**config.mk**
```make
export PLATFORM = sky130hd
export DESIGN_NAME = position_read_controller
export DESIGN_NICKNAME = d
export VERILOG_FILES = /design/src/rtl/position_read_controller.sv
export SDC_FILE = /design/constraint.sdc
export NUM_CORES = 1
export LEC_CHECK = 0
export BUFFER_PORTS_ARGS = -buffer_cell sky130_fd_sc_hd__buf_4
export CORE_AREA = 2 2 181 183
export DETAILED_ROUTE_END_ITERATION = 8
export DIE_AREA = 0 0 183 185
export PLACE_DENSITY = 0.72
export SYNTH_ARGS = -nofsm -noshare
export SYNTH_HDL_FRONTEND = slang
export SYNTH_SLANG_ARGS = --single-unit
export TNS_END_PERCENT = 10
```
**constraint.sdc**
```tcl
create_clock -name clk -period 5.6 [get_ports clk]
set_input_delay 0.56 -clock clk [delete_from_list [all_inputs] [get_ports clk]]
set_output_delay 0.56 -clock clk [all_outputs]
set_load 0.01 [all_outputs]
```
**src/rtl/position_read_controller.sv**
```systemverilog
// rtl/position_read_controller.sv - sweeps home cells and streams reference/neighbor words in 16-cycle windows
// Both RAMs have a one-cycle read latency; outputs are registered one cycle after the data returns.
module position_read_controller #(
  parameter int CX     = 3,
  parameter int CY     = 3,
  parameter int CZ     = 3,
  parameter int ADDR_W = 12
) (
  input  logic              clk,
  input  logic              reset,
  input  logic              start,
  output logic [ADDR_W-1:0] ref_raddr,
  input  logic [105:0]      ref_rdata,
  output logic [ADDR_W-1:0] nbr_raddr,
  input  logic [105:0]      nbr_rdata,
  output logic [113:0]      reference,
  output logic [105:0]      neighbor,
  output logic [7:0]        neighbor_cell,
  output logic              read_controller_done,
  output logic              busy
);

  localparam int N = CX * CY * CZ;
  localparam logic [7:0] CX_L = 8'(CX);
  localparam logic [7:0] CY_L = 8'(CY);
  localparam logic [7:0] CXM1 = 8'(CX - 1);
  localparam logic [7:0] CYM1 = 8'(CY - 1);
  localparam logic [7:0] CZM1 = 8'(CZ - 1);
  localparam logic [7:0] NM1  = 8'(N - 1);

  localparam logic [1:0] OZ = 2'b00;
  localparam logic [1:0] OP = 2'b01;
  localparam logic [1:0] OM = 2'b11;

  typedef enum logic [2:0] {IDLE, PRIME, STREAM, DRAIN, DONE} state_t;

  state_t      state, state_nxt;
  logic [3:0]  s_cnt, k_cnt, r_cnt;
  logic [7:0]  h_cnt, hx, hy, hz;
  logic        issued_all;
  logic        issue_en, last_issue, launch;
  logic [5:0]  oc;
  logic [7:0]  nx, ny, nz, ncell;
  logic [11:0] ref_next;
  logic        d1_valid, d1_first;
  logic [7:0]  d1_ncell, d1_h;

  // {dx, dy, dz}, each 2-bit: 00 = 0, 01 = +1, 11 = -1
  function automatic logic [5:0] offset_code(input logic [3:0] k);
    case (k)
      4'd1:    return {OP, OZ, OZ};
      4'd2:    return {OM, OP, OZ};
      4'd3:    return {OZ, OP, OZ};
      4'd4:    return {OP, OP, OZ};
      4'd5:    return {OM, OM, OP};
      4'd6:    return {OZ, OM, OP};
      4'd7:    return {OP, OM, OP};
      4'd8:    return {OM, OZ, OP};
      4'd9:    return {OZ, OZ, OP};
      4'd10:   return {OP, OZ, OP};
      4'd11:   return {OM, OP, OP};
      4'd12:   return {OZ, OP, OP};
      4'd13:   return {OP, OP, OP};
      default: return {OZ, OZ, OZ};
    endcase
  endfunction

  function automatic logic [7:0] wrap_step(input logic [7:0] v, input logic [1:0] d,
                                           input logic [7:0] last);
    case (d)
      OP:      return (v == last) ? 8'd0 : v + 8'd1;
      OM:      return (v == 8'd0) ? last : v - 8'd1;
      default: return v;
    endcase
  endfunction

  always_comb begin
    oc    = offset_code(k_cnt);
    nx    = wrap_step(hx, oc[5:4], CXM1);
    ny    = wrap_step(hy, oc[3:2], CYM1);
    nz    = wrap_step(hz, oc[1:0], CZM1);
    ncell = nx + CX_L * (ny + CY_L * nz);
  end

  assign issue_en   = (state == PRIME) || ((state == STREAM) && !issued_all);
  assign last_issue = (s_cnt == 4'd15) && (k_cnt == 4'd13) && (r_cnt == 4'd15) && (h_cnt == NM1);
  assign launch     = ((state == IDLE) || (state == DONE)) && start;
  assign ref_next   = (r_cnt == 4'd15) ? {((h_cnt == NM1) ? 8'd0 : h_cnt + 8'd1), 4'd0}
                                       : {h_cnt, r_cnt + 4'd1};

  assign nbr_raddr            = ADDR_W'({ncell, s_cnt});
  assign busy                 = (state == PRIME) || (state == STREAM) || (state == DRAIN);
  assign read_controller_done = (state == DONE);

  always_comb begin
    state_nxt = state;
    case (state)
      IDLE, DONE: if (start) state_nxt = PRIME;
      PRIME:      state_nxt = STREAM;
      STREAM:     if (issued_all) state_nxt = DRAIN;
      DRAIN:      state_nxt = DONE;
      default:    state_nxt = IDLE;
    endcase
  end

  always_ff @(posedge clk) begin
    if (reset) begin
      state         <= IDLE;
      s_cnt         <= '0;
      k_cnt         <= '0;
      r_cnt         <= '0;
      h_cnt         <= '0;
      hx            <= '0;
      hy            <= '0;
      hz            <= '0;
      issued_all    <= 1'b0;
      ref_raddr     <= '0;
      d1_valid      <= 1'b0;
      d1_first      <= 1'b0;
      d1_ncell      <= '0;
      d1_h          <= '0;
      reference     <= '0;
      neighbor      <= '0;
      neighbor_cell <= '0;
    end else begin
      state    <= state_nxt;
      d1_valid <= issue_en;
      d1_first <= issue_en && (k_cnt == 4'd0) && (s_cnt == 4'd0);
      d1_ncell <= ncell;
      d1_h     <= h_cnt;

      if (launch) begin
        s_cnt      <= '0;
        k_cnt      <= '0;
        r_cnt      <= '0;
        h_cnt      <= '0;
        hx         <= '0;
        hy         <= '0;
        hz         <= '0;
        issued_all <= 1'b0;
        ref_raddr  <= '0;
      end else if (issue_en) begin
        if (last_issue) issued_all <= 1'b1;
        // next reference is fetched two cycles before its first window so its data is ready
        if ((k_cnt == 4'd13) && (s_cnt == 4'd13)) ref_raddr <= ADDR_W'(ref_next);
        if (s_cnt == 4'd15) begin
          s_cnt <= '0;
          if (k_cnt == 4'd13) begin
            k_cnt <= '0;
            if (r_cnt == 4'd15) begin
              r_cnt <= '0;
              h_cnt <= (h_cnt == NM1) ? 8'd0 : h_cnt + 8'd1;
              if (hx == CXM1) begin
                hx <= '0;
                if (hy == CYM1) begin
                  hy <= '0;
                  hz <= (hz == CZM1) ? 8'd0 : hz + 8'd1;
                end else begin
                  hy <= hy + 8'd1;
                end
              end else begin
                hx <= hx + 8'd1;
              end
            end else begin
              r_cnt <= r_cnt + 4'd1;
            end
          end else begin
            k_cnt <= k_cnt + 4'd1;
          end
        end else begin
          s_cnt <= s_cnt + 4'd1;
        end
      end

      if (d1_valid) begin
        neighbor      <= nbr_rdata;
        neighbor_cell <= d1_ncell;
        if (d1_first) reference <= {ref_rdata[105:97], d1_h, ref_rdata[96:0]};
      end
    end
  end

endmodule
```
==> results of run 1 <==
==> cell usage after synthesis (3+ instances only) <==
library cell / number / share of area [%]
buf_2: 3 / 0.11
nor2_1: 201 / 5.7
mux2i_1: 123 / 9.2
o221ai_1: 3 / 0.20
fa_1: 12 / 1.8
or3_1: 7 / 0.33
nor4_1: 5 / 0.23
mux2_2: 3 / 0.25
buf_1: 27 / 0.76
o31ai_1: 3 / 0.17
nand4_1: 5 / 0.23
clkbuf_1: 66 / 1.9
dfxtp_1: 311 / 47
xor2_1: 16 / 1.1
and4_1: 4 / 0.26
and2_1: 6 / 0.28
a21oi_1: 173 / 6.5
nand2b_1: 3 / 0.14
nor3_1: 29 / 1.1
nor2b_1: 19 / 0.89
or4_1: 3 / 0.17
a31oi_1: 5 / 0.23
ha_1: 40 / 3.8
o21ai_0: 39 / 1.5
nand2_1: 288 / 8.1
and3_1: 10 / 0.47
a21o_1: 8 / 0.45
a311oi_1: 5 / 0.33
nand3_1: 24 / 0.90
xnor2_1: 23 / 1.5
o21bai_1: 4 / 0.23
buf_4: 3 / 0.17
a211oi_1: 10 / 0.56
inv_1: 46 / 1.3
==> flip-flops by register name (all words and copies together), names as in the netlist <==
signal,flops
ref_raddr,12
d1_valid,1
hx,8
d1_first,1
oc,5
hy,8
state,3
hz,8
d1_ncell,8
reference,114
s_cnt,4
d1_h,8
r_cnt,4
neighbor,106
k_cnt,4
h_cnt,8
issued_all,1
neighbor_cell,8
==> final timing paths <==
check	startpoint	end	slack, ns	cells after the start
setup / recovery	hz[0]	nbr_raddr[11]	-0.38	24
hold / removal	nbr_rdata[47]	neighbor[47]	0.28	3
setup reg to reg	hz[0]	d1_ncell[7]	0.56	24
hold reg to reg	d1_h[7]	reference[104]	0.43	2
==> through the flow <==
step,hold WS [ns],worst slack [ns],power (µW),util (%),TNS (ns)
3_3_place_gp,0.423,-0.0247,2790,53.7,-0.0247
6_report,0.281,-0.385,5130,57.9,-0.777
3_5_place_dp,0.426,-0.216,2800,53.7,-0.244
5_1_grt,0.282,-0.616,5300,57.9,-1.58
4_1_cts,0.264,-0.352,5190,57.8,-0.864
2_1_floorplan,0.417,0.00941,2550,-,0
==> worst min-delay path, stage by stage <==
cell and delay (ns):
buf_4 0.08, mux2i_1 0.05, nor2_1 0.07
==> cells in the final DEF, fill, tap and decap left out, types with 10 or more instances in the layout <==
cell type,count
a211oi_1,10
a21oi_1,169
and3_1,10
buf_4,499
clkbuf_16,36
clkbuf_8,12
dfxtp_1,308
fa_1,10
ha_1,38
inv_1,42
mux2i_1,122
nand2_1,287
nand3_1,24
nor2_1,199
nor2b_1,19
nor3_1,28
o21ai_0,39
xnor2_1,20
xor2_1,15
==> cells by family (layout without fill, tap and decap cells) <==
group | after synthesis | in the layout
XOR/XNOR | 40 | 40
AO/OA/AOI/OAI | 265 | 265
adder cells (fa/ha/maj) | 52 | 52
buffers and inverters | 145 | 610
flip-flops | 311 | 311
multiplexers | 126 | 126
AND/OR/NAND/NOR | 624 | 624
==> routing by layer <==
| layer | wire length (µm) | GRT usage, % | vias up |
|---|---|---|---|
| li1 | - | - | 6101 |
| met1 | 17600 | 29.0 | 5806 |
| met2 | 20000 | 38.8 | 414 |
| met3 | 3940 | 8.04 | 82 |
| met4 | 1480 | 8.16 | 2 |
| met5 | 13 | 0 | - |
==> power by group through the flow <==
| stage | Clock, µW | Combinational (µW) | Sequential (µW) |
|---|---|---|---|
| floorplan | 0 | 177 | 2370 |
| global placement | 0 | 425 | 2360 |
| global route | 2510 | 464 | 2330 |
| detailed placement | 0 | 431 | 2370 |
| CTS | 2440 | 433 | 2320 |
| finish | 2380 | 430 | 2320 |
==> what timing repair did <==
action	4_1_cts	5_1_grt
hold buffers	0	0
endpoints found under the hold margin	0	0
buffers inserted	6	0
pin swaps	13	6
gates resized for setup	18	8
setup endpoints to repair	5	5
==> area by class of cell <==
class                   count  area, µm²  share of cell area [%]
inverters                  46        173                   0.930
well taps                 408        510                    2.75
flip-flops and latches    311       6230                    33.6
clock inverters            12        156                   0.842
repair buffers            502       3780                    20.4
multi-input cells        1107       6650                    35.8
clock buffers              50       1060                    5.73
==> out/qor.csv, run 1 <==
metric,value,unit
comb_power_share,8.4,%
fillCellCount,2783,
fp.dieW,183,µm
grt.overflow.total,0,
worstHoldPathType,input port to flip-flop,
min_period,5.98,ns
cts_made_buffers,35,
clock_path_buffers,3,
final_cell_count_no_fill,2436,
num_io_pins,469,
synth_xor_area_share,2.73,%
clk_latency,0.51,ns
antenna_found_initial,1,
placementRows,66,
max_stage_delay,0.53,ns
finalHoldViolations,0,
post-dp-hpwl,32000,µm
grt_setup_unrepaired,yes,
grt_usage,23.6,%
tritoncts,yes,
antenna_left,0,
yosys.area_share.simple,20.2,%
sequentialPowerShare,45.2,%
synth_area,13300,µm²
syn_area_per_cell,8.53,µm²
clkSinkCount,311,
p_sw_share,22.6,%
p_leak,0.00799,µW
viasPerCell,5.09,
netlist_instances,1563,
synth_top_family_by_area,simple AND/OR/NAND/NOR gates,
htree_levels,2,
port_buffers,468,
place_area,17200,µm²
worst-path-max-fanout,4,
startpoint_type,flip-flop,
place_inst,2368,
first_global_vias,11500,
worst_slew_pin_slew,1.16,ns
setup_slack,-0.385,ns
synth_edf_count,0,
max_freq,0.167,GHz
synth_seq_area_share,46.7,%
synth_seq_cells,311,
power.switching,1160,µW
intPower,3970,µW
drt-pass1-iter-count,5,
die-area,33900,µm²
synth_nets,1830,
crit_type,flip-flop to primary output,
die_y,185,µm
area_delta_synth_final,39.3,%
cts_root_buf,clkbuf_16,
cp-end-kind,primary output,
layout-drive-gt1-share,29.6,%
drv_slew,0,
synth_compound_area_share,11.1,%
ys.flop_type,dfxtp_1,
drv_cap,0,
ir_worst_vdd,0.000224,V
clk_pin_slew,0.06,ns
design_area,18600,µm²
netlist-cell-type-count,61,
critPathSlowestCell,fa_2,
timing.critical_path.cells,inv_2 > ha_4 > or4b_4 > nor4_4 > nor2_1 > mux2i_2 > buf_4 > fa_1 > inv_1 > ha_2 > inv_1 > fa_2 > inv_2 > fa_1 > inv_1 > fa_2 > inv_2 > a21oi_2 > o21bai_1 > nand3_1 > nand2_1 > xor2_1 > xnor3_1 > buf_6,
crit_required,5.04,ns
antennaDiodeCount,0,
setup_viol,3,
synth.area.mux_share,9.49,%
wl_per_cell,17.7,µm
via_count,12400,
route.detailed.drc,0,
drt-initial-drc-count,753,
cp_top_family,adder cells,
gp_congestion,0.922,
wl,43000,µm
status,"complete, but fails checks",
grt_pass1_wl,63000,µm
ys_warn_count,0,
violations,negative setup slack,
period_share,107,%
core-area,32000,µm²
p_clk_share,46.4,%
pwr_density_cell,276,nW/µm²
arrival,5.42,ns
slew_headroom,22.9,%
synth_adder_area_share,5.56,%
synthArstFlopShare,0,%
fin_nets,2270,
finClkSkew,0.0118,ns
worst-path-buf-inv,8,
grt_max_degree,107,
start_util,41.6,%
Power figures use the tool's default switching activity.
==> run 2, diff against run 1 <==
- ABC_AREA: default -> 1
- ABC_CLOCK_PERIOD_IN_PS: default -> 5600
==> run 2 against run 1 <==
  * The flow still finishes with violations (negative setup slack)
  * Worst hold slack got worse by 0.0065 ns
  * Count of clock-buffer cells in the layout decreased by 3
  * Utilization up 0.30 points
  * Sequential share of layout area shrank 0.11 points
==> out/qor.csv, run 2 <==
metric,value,unit
critPathSlowestCell,fa_1,
crit_type,flip-flop to primary output,
synth_nets,2076,
grt_max_degree,105,
finClkSkew,0.0145,ns
largest_register_ffs,114,
ys.flop_type,dfxtp_1,
place_ws,-0.0740,ns
crit_required,5.04,ns
drt-pass1-iter-count,5,
min_period,5.66,ns
holdBufCountCts,0,
clk_pin_slew,0.06,ns
netlist_instances,1809,
viasPerCell,5.05,
gp_congestion,0.903,
setup_viol,1,
syn_area_per_cell,7.42,µm²
grt.overflow.total,0,
finalHoldViolations,0,
synth_seq_area_share,46.4,%
p_leak,0.00889,µW
synth_area,13400,µm²
clock_path_buffers,3,
route.detailed.drc,0,
tritoncts,yes,
synth.top_cells.by_count,"nor2_1 (541), dfxtp_1 (311), o21ai_0 (298)",
synth_edf_count,0,
cp_common_cell,nand2_1,
netlist-cell-type-count,53,
cts_made_buffers,35,
ys_warn_count,0,
status,"complete, but fails checks",
arrival,5.10,ns
final_cell_mix,"nor2_1 (538), buf_4 (485), dfxtp_1 (303)",
drv_cap,0,
antenna_left,0,
start_util,41.9,%
drv_slew,0,
worst_slew_pin_slew,0.932,ns
die-area,33900,µm²
cp-end-kind,primary output,
top_regs,"reference (114), neighbor (106), ref_raddr (12)",
period_share,101,%
worstHoldPathType,input port to flip-flop,
ir_worst_vdd,0.000187,V
grt_usage,26.7,%
setup_slack,-0.0634,ns
ff2ff_setup_slack,0.99,ns
yosysMostFrequentCell,nor2_1,
area_delta_synth_final,39.1,%
htree_levels,2,
worst-path-max-fanout,3,
yosysTopAreaCell,dfxtp_1,
die_y,185,µm
yosys-top-cells-area,"dfxtp_1 (46%), nor2_1 (15%), o21ai_0 (11%)",
antenna_found_initial,7,
clk_latency,0.51,ns
max_freq,0.177,GHz
core-area,32000,µm²
layout-drive-gt1-share,28.1,%
post-dp-hpwl,35800,µm
placementRows,66,
grt_setup_unrepaired,yes,
synthArstFlopShare,0,%
violations,negative setup slack,
wl,48400,µm
fin_nets,2504,
wl_per_cell,18.1,µm
max_stage_delay,0.44,ns
drt-initial-drc-count,869,
clkSinkCount,311,
first_global_vias,12300,
via_count,13500,
final_common_cell,nor2_1,
cts_root_buf,clkbuf_16,
port_buffers,468,
slew_headroom,37.9,%
startpoint_type,flip-flop,
synth_seq_cells,311,
pwr_density_cell,308,nW/µm²
synth_top_area_share,46.4,%
largest-register,reference,
grt_pass1_wl,70600,µm
p_total,5750,µW
fp.dieW,183,µm
num_io_pins,469,
[run 2: changes by cell type after synthesis, sizes merged, moves of 20 or more]
cell and change:
mux2i -123, nor2 +347, inv +91, nor2b -20, o21ai +263, nand2 -117
xnor2 -21, a21oi -105
[run 2: logic make-up (layout without fill, tap and decap cells)]
group                      count (synthesis)  count (layout)  synth area share [%]
buffers and inverters                    236             689                  6.91
adders and majority gates                 52              52                  5.52
and+or+nand+nor                          786             786                  23.7
xor gates and xnor gates                  22              22                  1.49
AOI/OAI and AO/OA                        402             402                  15.9
other                                      0               7                     0
DFF                                      311             311                  46.4
[run 2: cell type report]
type                       count  area [µm²]
inverter                     141         547
tap                          408         510
clock inverter                15         190
multi-input combinational   1262        6500
sequential                   311        6240
clock buffer                  47        1000
fill                        2940       13400
antenna                        7        17.5
timing repair buffer         486        3650
[run 2: worst paths after layout]
kind,from,to,depth (start not counted)
worst min register to register,d1_ncell[5],neighbor_cell[5],2
worst max register to register,hz[0],d1_ncell[7],32
worst max-delay path,hz[0],nbr_raddr[11],33
worst min-delay path,nbr_rdata[63],neighbor[63],3
[run 2: per-layer routing]
layer / part of all wire, % / global-route usage [%] / up-vias / wire (µm)
met5: 0 / 0 / - / 0
met4: 3.9 / 11.3 / 0 / 1910
met3: 7.4 / 6.90 / 84 / 3600
met2: 48 / 44.5 / 438 / 23400
met1: 40 / 32.8 / 6331 / 19500
li1: - / - / 6657 / -
[run 2: where the power goes]
| part | internal [µW] | switching [µW] |
|---|---|---|
| logic | 401 | 492 |
| clock network | 1450 | 935 |
| registers | 2380 | 95.7 |
[run 2: what timing repair did]
| item | CTS | global route |
|---|---|---|
| pin swaps | 20 | 18 |
| endpoints found under the setup margin | 6 | 5 |
| buffers inserted | 7 | 1 |
| resized for setup | 32 | 37 |
[run 2: through the flow]
stage | area, µm² | utilization (%) | cells | hold slack (ns) | TNS, ns
floorplan | 13400 | - | 1809 | 0.431 | 0
global placement | 17100 | 53.5 | 2600 | 0.449 | 0
detailed placement | 17100 | 53.5 | 2600 | 0.459 | -0.0740
CTS | 18500 | 57.7 | 2669 | 0.258 | -0.251
global route | 18700 | 58.2 | 2677 | 0.269 | -0.658
finish | 18700 | 58.2 | 2677 | 0.275 | -0.0634
[run 2: critical path, delay by kind of cell (launching register included)]
family                     cells  cell delay [ns]
AOI/OAI and AO/OA              3             0.34
DFF                            1             0.35
buffers and inverters          7             0.45
and+or+nand+nor               16             1.74
xor gates and xnor gates       1             0.14
adders and majority gates      6             1.58
